[src/rtl/alu_pkg.sv]
// Shared definitions for the digit-serial ALU: opcode map and sequencer states.
package alu_pkg;

    localparam logic [2:0] OP_ADD  = 3'd0;
    localparam logic [2:0] OP_SUB  = 3'd1;
    localparam logic [2:0] OP_XOR  = 3'd2;
    localparam logic [2:0] OP_SLT  = 3'd3;
    localparam logic [2:0] OP_AND  = 3'd4;
    localparam logic [2:0] OP_NAND = 3'd5;
    localparam logic [2:0] OP_NOR  = 3'd6;
    localparam logic [2:0] OP_OR   = 3'd7;

    typedef enum logic {
        ST_IDLE = 1'b0,
        ST_RUN  = 1'b1
    } state_t;

    // SUB and SLT run through the adder as a + ~b + 1.
    function automatic logic uses_inverted_b(input logic [2:0] op);
        return (op == OP_SUB) || (op == OP_SLT);
    endfunction

endpackage

[src/rtl/alu_digit.sv]
// One DIGIT-wide ALU slice: ripple adder plus bitwise logic-op mux.
// Operand b arrives already inverted for SUB/SLT; the caller owns the carry.
module alu_digit
    import alu_pkg::*;
#(
    parameter int DIGIT = 4
) (
    input  logic [DIGIT-1:0] i_a,
    input  logic [DIGIT-1:0] i_b,
    input  logic             i_cin,
    input  logic [2:0]       i_op,
    output logic [DIGIT-1:0] o_y,
    output logic             o_cout,
    output logic             o_cmsb
);

    logic [DIGIT-1:0] w_sum;
    logic [DIGIT:0]   w_c;

    // Ripple-carry sum across the digit; carry into the top bit is kept for overflow.
    always_comb begin
        w_sum  = '0;
        w_c    = '0;
        w_c[0] = i_cin;
        for (int k = 0; k < DIGIT; k++) begin
            w_sum[k]  = i_a[k] ^ i_b[k] ^ w_c[k];
            w_c[k+1]  = (i_a[k] & i_b[k]) | (w_c[k] & (i_a[k] ^ i_b[k]));
        end
        o_cout = w_c[DIGIT];
        o_cmsb = w_c[DIGIT-1];
    end

    // Select the digit result for the opcode; arithmetic ops share the adder.
    always_comb begin
        o_y = w_sum;
        case (i_op)
            OP_ADD, OP_SUB, OP_SLT: o_y = w_sum;
            OP_XOR:                 o_y = i_a ^ i_b;
            OP_AND:                 o_y = i_a & i_b;
            OP_NAND:                o_y = ~(i_a & i_b);
            OP_NOR:                 o_y = ~(i_a | i_b);
            OP_OR:                  o_y = i_a | i_b;
            default:                o_y = w_sum;
        endcase
    end

endmodule

[src/rtl/alu_serial.sv]
// Digit-serial ALU: processes WIDTH-bit operands DIGIT bits per cycle, LSB first.
// Handshake: start is taken only while busy is low (IDLE, including the done
// cycle); done pulses for one cycle when result and flags have been updated.
module alu_serial
    import alu_pkg::*;
#(
    parameter int WIDTH = 32,
    parameter int DIGIT = 4
) (
    input  logic             clk,
    input  logic             reset,
    input  logic             start,
    input  logic [2:0]       op,
    input  logic [WIDTH-1:0] a,
    input  logic [WIDTH-1:0] b,
    output logic             busy,
    output logic             done,
    output logic [WIDTH-1:0] result,
    output logic             carryout,
    output logic             overflow,
    output logic             zero
);

    localparam int NDIG = WIDTH / DIGIT;
    localparam int IDXW = (NDIG > 1) ? $clog2(NDIG) : 1;
    localparam logic [IDXW-1:0] LAST_IDX = IDXW'(NDIG - 1);

    state_t           r_state;
    state_t           w_next_state;
    logic             w_accept;
    logic             w_last;

    logic [2:0]       r_op;
    logic [WIDTH-1:0] r_a;
    logic [WIDTH-1:0] r_b;
    logic [WIDTH-1:0] r_acc;
    logic             r_carry;
    logic [IDXW-1:0]  r_idx;

    logic [WIDTH-1:0] r_result;
    logic             r_carryout;
    logic             r_overflow;
    logic             r_zero;
    logic             r_done;

    logic [DIGIT-1:0] w_y;
    logic             w_cout;
    logic             w_cmsb;
    logic             w_ovf_raw;
    logic [WIDTH-1:0] w_y_wide;
    logic [WIDTH-1:0] w_acc_next;
    logic [WIDTH-1:0] w_fin_result;
    logic             w_fin_cout;
    logic             w_fin_ovf;

    alu_digit #(.DIGIT(DIGIT)) u_digit (
        .i_a    (r_a[DIGIT-1:0]),
        .i_b    (r_b[DIGIT-1:0]),
        .i_cin  (r_carry),
        .i_op   (r_op),
        .o_y    (w_y),
        .o_cout (w_cout),
        .o_cmsb (w_cmsb)
    );

    // Sequencer next-state: accept in IDLE, leave RUN after the last digit.
    always_comb begin
        w_next_state = r_state;
        w_accept     = 1'b0;
        w_last       = 1'b0;
        case (r_state)
            ST_IDLE: begin
                if (start) begin
                    w_accept     = 1'b1;
                    w_next_state = ST_RUN;
                end
            end
            ST_RUN: begin
                if (r_idx == LAST_IDX) begin
                    w_last       = 1'b1;
                    w_next_state = ST_IDLE;
                end
            end
            default: w_next_state = ST_IDLE;
        endcase
    end

    // Sequencer state register.
    always_ff @(posedge clk or posedge reset) begin
        if (reset) r_state <= ST_IDLE;
        else       r_state <= w_next_state;
    end

    // Accumulate the new digit at the top and form the final result and flags.
    always_comb begin
        w_y_wide     = WIDTH'(w_y);
        w_acc_next   = (r_acc >> DIGIT) | (w_y_wide << (WIDTH - DIGIT));
        w_ovf_raw    = w_cmsb ^ w_cout;
        w_fin_result = w_acc_next;
        w_fin_cout   = 1'b0;
        w_fin_ovf    = 1'b0;
        case (r_op)
            OP_ADD, OP_SUB: begin
                w_fin_cout = w_cout;
                w_fin_ovf  = w_ovf_raw;
            end
            OP_SLT:  w_fin_result = WIDTH'(w_y[DIGIT-1] ^ w_ovf_raw);
            default: ;
        endcase
    end

    // Operand shift registers, carry, digit index and partial-result accumulator.
    always_ff @(posedge clk or posedge reset) begin
        if (reset) begin
            r_op    <= '0;
            r_a     <= '0;
            r_b     <= '0;
            r_acc   <= '0;
            r_carry <= 1'b0;
            r_idx   <= '0;
        end else if (w_accept) begin
            r_op    <= op;
            r_a     <= a;
            r_b     <= uses_inverted_b(op) ? ~b : b;
            r_acc   <= '0;
            r_carry <= uses_inverted_b(op);
            r_idx   <= '0;
        end else if (r_state == ST_RUN) begin
            r_a     <= r_a >> DIGIT;
            r_b     <= r_b >> DIGIT;
            r_acc   <= w_acc_next;
            r_carry <= w_cout;
            if (!w_last) r_idx <= r_idx + IDXW'(1);
        end
    end

    // Visible outputs change only at completion, so partial digits never leak.
    always_ff @(posedge clk or posedge reset) begin
        if (reset) begin
            r_result   <= '0;
            r_carryout <= 1'b0;
            r_overflow <= 1'b0;
            r_zero     <= 1'b1;
            r_done     <= 1'b0;
        end else begin
            r_done <= w_last;
            if (w_last) begin
                r_result   <= w_fin_result;
                r_carryout <= w_fin_cout;
                r_overflow <= w_fin_ovf;
                r_zero     <= (w_fin_result == '0);
            end
        end
    end

    assign busy     = (r_state == ST_RUN);
    assign done     = r_done;
    assign result   = r_result;
    assign carryout = r_carryout;
    assign overflow = r_overflow;
    assign zero     = r_zero;

endmodule

[config.mk]
export PLATFORM = sky130hd
export DESIGN_NAME = alu_serial
export DESIGN_NICKNAME = d
export VERILOG_FILES = /design/src/rtl/alu_pkg.sv /design/src/rtl/alu_digit.sv /design/src/rtl/alu_serial.sv
export SDC_FILE = /design/constraint.sdc
export NUM_CORES = 1
export LEC_CHECK = 0
export CORE_AREA = 3 3 115 117
export DETAILED_ROUTE_END_ITERATION = 10
export DIE_AREA = 0 0 118 120
export PLACE_DENSITY = 0.8
export SLEW_MARGIN = 20
export SYNTH_ARGS = -nofsm -noshare
export SYNTH_HDL_FRONTEND = slang
export SYNTH_SLANG_ARGS = --single-unit
[constraint.sdc]
create_clock -name clk -period 13.3 [get_ports clk]
set_clock_uncertainty 0.1 [all_clocks]
set_input_delay 2.66 -clock clk [delete_from_list [all_inputs] [get_ports clk]]
set_output_delay 2.66 -clock clk [all_outputs]
set_load 0.02 [all_outputs]
==> flow_summary.json <==
{
  "gp_congestion": 0.825,
  "p_leak_uw": 0.00373,
  "critPathKind": "register to primary output",
  "path_cells": "clkdlybuf4s50_1",
  "wirelength_mm": 13.9,
  "ys_warn_count": 0,
  "numCtsBuffers": 17,
  "cp-end-kind": "primary output",
  "rsz0062_at_grt": "no",
  "synth_cell_types": 42,
  "postCtsSetupBuffers": 0,
  "finalMaxSlewViolations": 0,
  "grt_max_degree": 96,
  "slew_headroom_pct": 30.8,
  "antennaDiodeCount": 0,
  "max_cap_viol_count": 0,
  "drcViolationCount": 0,
  "htree_levels": 4,
  "clk_latency_ns": 0.41,
  "seq_area_frac_synth_pct": 51.1,
  "cts_root_buffer": "clkbuf_16",
  "critPathMaxStageDelay_ns": 0.94,
  "layout_min_cycle_time_ns": 4.93,
  "cp_top_family": "flip-flops",
  "finalSetupTns_ns": 0,
  "async_flop_share_pct": 100,
  "initial_core_util_pct": 53.5,
  "hold_viol": 0,
  "hp-class": "register to register",
  "synth_ff_type": "dfrtp_1",
  "cts_num_sinks": 136,
  "firstDrtPassIters": 5,
  "vias": 5113,
  "clk_pin_slew_ns": 0.05,
  "fin_crit_sh_pct": 37.1,
  "placed_cells": 945,
  "peakVddDrop_mv": 0.0809,
  "syn_area_um2": 6660,
  "dp_hpwl_mm": 9.35,
  "synth_area_leaders": "dfrtp_1 51%, o21ai_0 11%, nand2_1 9.9%",
  "synth_area_per_cell_um2": 9.33,
  "setup_viol": 0,
  "gr-total-overflow": 0,
  "status": "complete, no violations",
  "crit_arrival_ns": 2.17,
  "max_freq_mhz": 203,
  "grt_usage_pct": 20.4,
  "drive_above_1_share_pct": 6.20,
  "core_um2": 12500,
  "critPathRequiredTime_ns": 10.54,
  "tightest_slew_ns": 1.03,
  "portBuffers": 106,
  "syn_inst": 714,
  "syn_to_final_growth_pct": 26.3,
  "cp-start-kind": "register",
  "cts_tree": "built",
  "grt_pass1_vias": 4983,
  "boundaryPins": 107,
  "final_common_cell": "nand2_1",
  "drtAntennaViolNets": 0,
  "cts_resized": 0,
  "yosysTopAreaCell": "dfrtp_1",
  "dieArea_um2": 14200,
  "final_cells": 978,
  "layout_common_cells": "175 x nand2_1, 144 x o21ai_0, 134 x dfrtp_1",
  "wl_per_cell_um": 14.2,
  "cts_buffer_depth": 2,
  "finalNetCount": 877,
  "die_w_um": 118,
  "yosysTopAreaCellShare_pct": 50.7,
  "syn_nets": 798,
  "p_per_area_nw_per_um2": 223,
  "die_h_um": 120,
  "cts_hold_buf": 0,
  "grt_pass1_wl_mm": 23.7,
  "antenna_found_initial": 0,
  "synth_edf_count": 0,
  "crit_buf_inv": 1,
  "via_per_inst": 5.23,
  "ys_seq_elements": 136,
  "slowest_stage": "dfrtp_4",
  "drt_iter0_markers": 304,
  "row_count": 41,
  "path_max_fanout": 94
}
per-stage QoR:
stage / instance area [um^2] / setup WS, ns / power (uW) / hold slack (ns) / utilization (%)
2_1_floorplan: 6660 / 6.90 / 1160 / 0.346 / -
3_3_place_gp: 7760 / 8.54 / 1340 / 0.361 / 62.3
3_5_place_dp: 7760 / 8.43 / 1380 / 0.366 / 62.3
4_1_cts: 8400 / 8.38 / 1890 / 0.381 / 67.4
5_1_grt: 8420 / 8.27 / 2020 / 0.398 / 67.5
6_report: 8420 / 8.37 / 1880 / 0.373 / 67.5
final timing paths:
check,startpoint,end,slack (ns),depth (start not counted)
max,busy$_DFF_PP0_,busy,8.37,1
min,result[1]$_DFFE_PP0P_,result[1]$_DFFE_PP0P_,0.37,2
max reg2reg,r_a[0]$_DFFE_PP0P_,zero$_DFFE_PP1P_,10.03,11
min reg2reg,result[1]$_DFFE_PP0P_,result[1]$_DFFE_PP0P_,0.37,2
max in group asynchronous,reset,busy$_DFF_PP0_,9.11,3
min in group asynchronous,reset,r_a[31]$_DFFE_PP0P_,2.59,2
cells by family after synthesis:
logic type               count (synthesis)  share of synthesized area, %
XOR/XNOR                                36                          4.73
AND/OR/NAND/NOR                        246                          15.9
AO/OA/AOI/OAI                          169                          13.7
flip-flops                             136                          51.1
adder cells (fa/ha/maj)                 14                          3.08
buffers and inverters                   66                          4.21
multiplexers                            47                          7.28
cells in the mapped netlist (2+ instances only):
| library cell | count |
|---|---|
| buf_2 | 14 |
| fa_1 | 4 |
| a21oi_1 | 2 |
| inv_1 | 14 |
| ha_1 | 10 |
| dfrtp_1 | 135 |
| nand2_1 | 175 |
| xor2_1 | 2 |
| a22o_1 | 6 |
| nor3b_1 | 2 |
| a211oi_1 | 5 |
| buf_4 | 2 |
| o21ai_0 | 144 |
| nand3_1 | 2 |
| clkbuf_1 | 32 |
| mux2_2 | 5 |
| a31oi_1 | 2 |
| nand2b_1 | 29 |
| nor2b_1 | 4 |
| mux2i_1 | 40 |
| nor3_1 | 5 |
| nor4_1 | 6 |
| o21ai_1 | 4 |
| nand3b_1 | 2 |
| nor2_1 | 17 |
| xnor2_1 | 34 |
| buf_1 | 2 |
where the power goes:
group	total, uW	switching (uW)	internal, uW
sequential	737	165	573
clock	501	173	328
combinational	643	351	292
registers in the layout, indices dropped and copies added, names as in the netlist:
name	count
overflow	1
r_op	3
carryout	1
result	32
r_a	32
done	1
zero	1
busy	1
r_idx	3
r_acc	28
r_b	32
r_carry	1
per-layer routing:
| layer | GRT usage [%] | wire length [um] | part of all wire [%] | vias up |
|---|---|---|---|---|
| li1 | - | - | - | 2543 |
| met2 | 33.3 | 6770 | 49 | 115 |
| met1 | 27.7 | 6410 | 46 | 2438 |
| met5 | 0 | 0 | 0 | - |
| met3 | 3.82 | 557 | 4.0 | 17 |
| met4 | 6.37 | 188 | 1.3 | 0 |
area by class of cell:
type,count,area [um^2]
timing repair buffer,111,1110
clock inverter,12,173
sequential,136,3410
multi-input combinational,512,2990
fill,941,4050
clock buffer,20,467
tap,172,215
inverter,15,61.3
No activity file was read; power rests on OpenSTA's default activity.
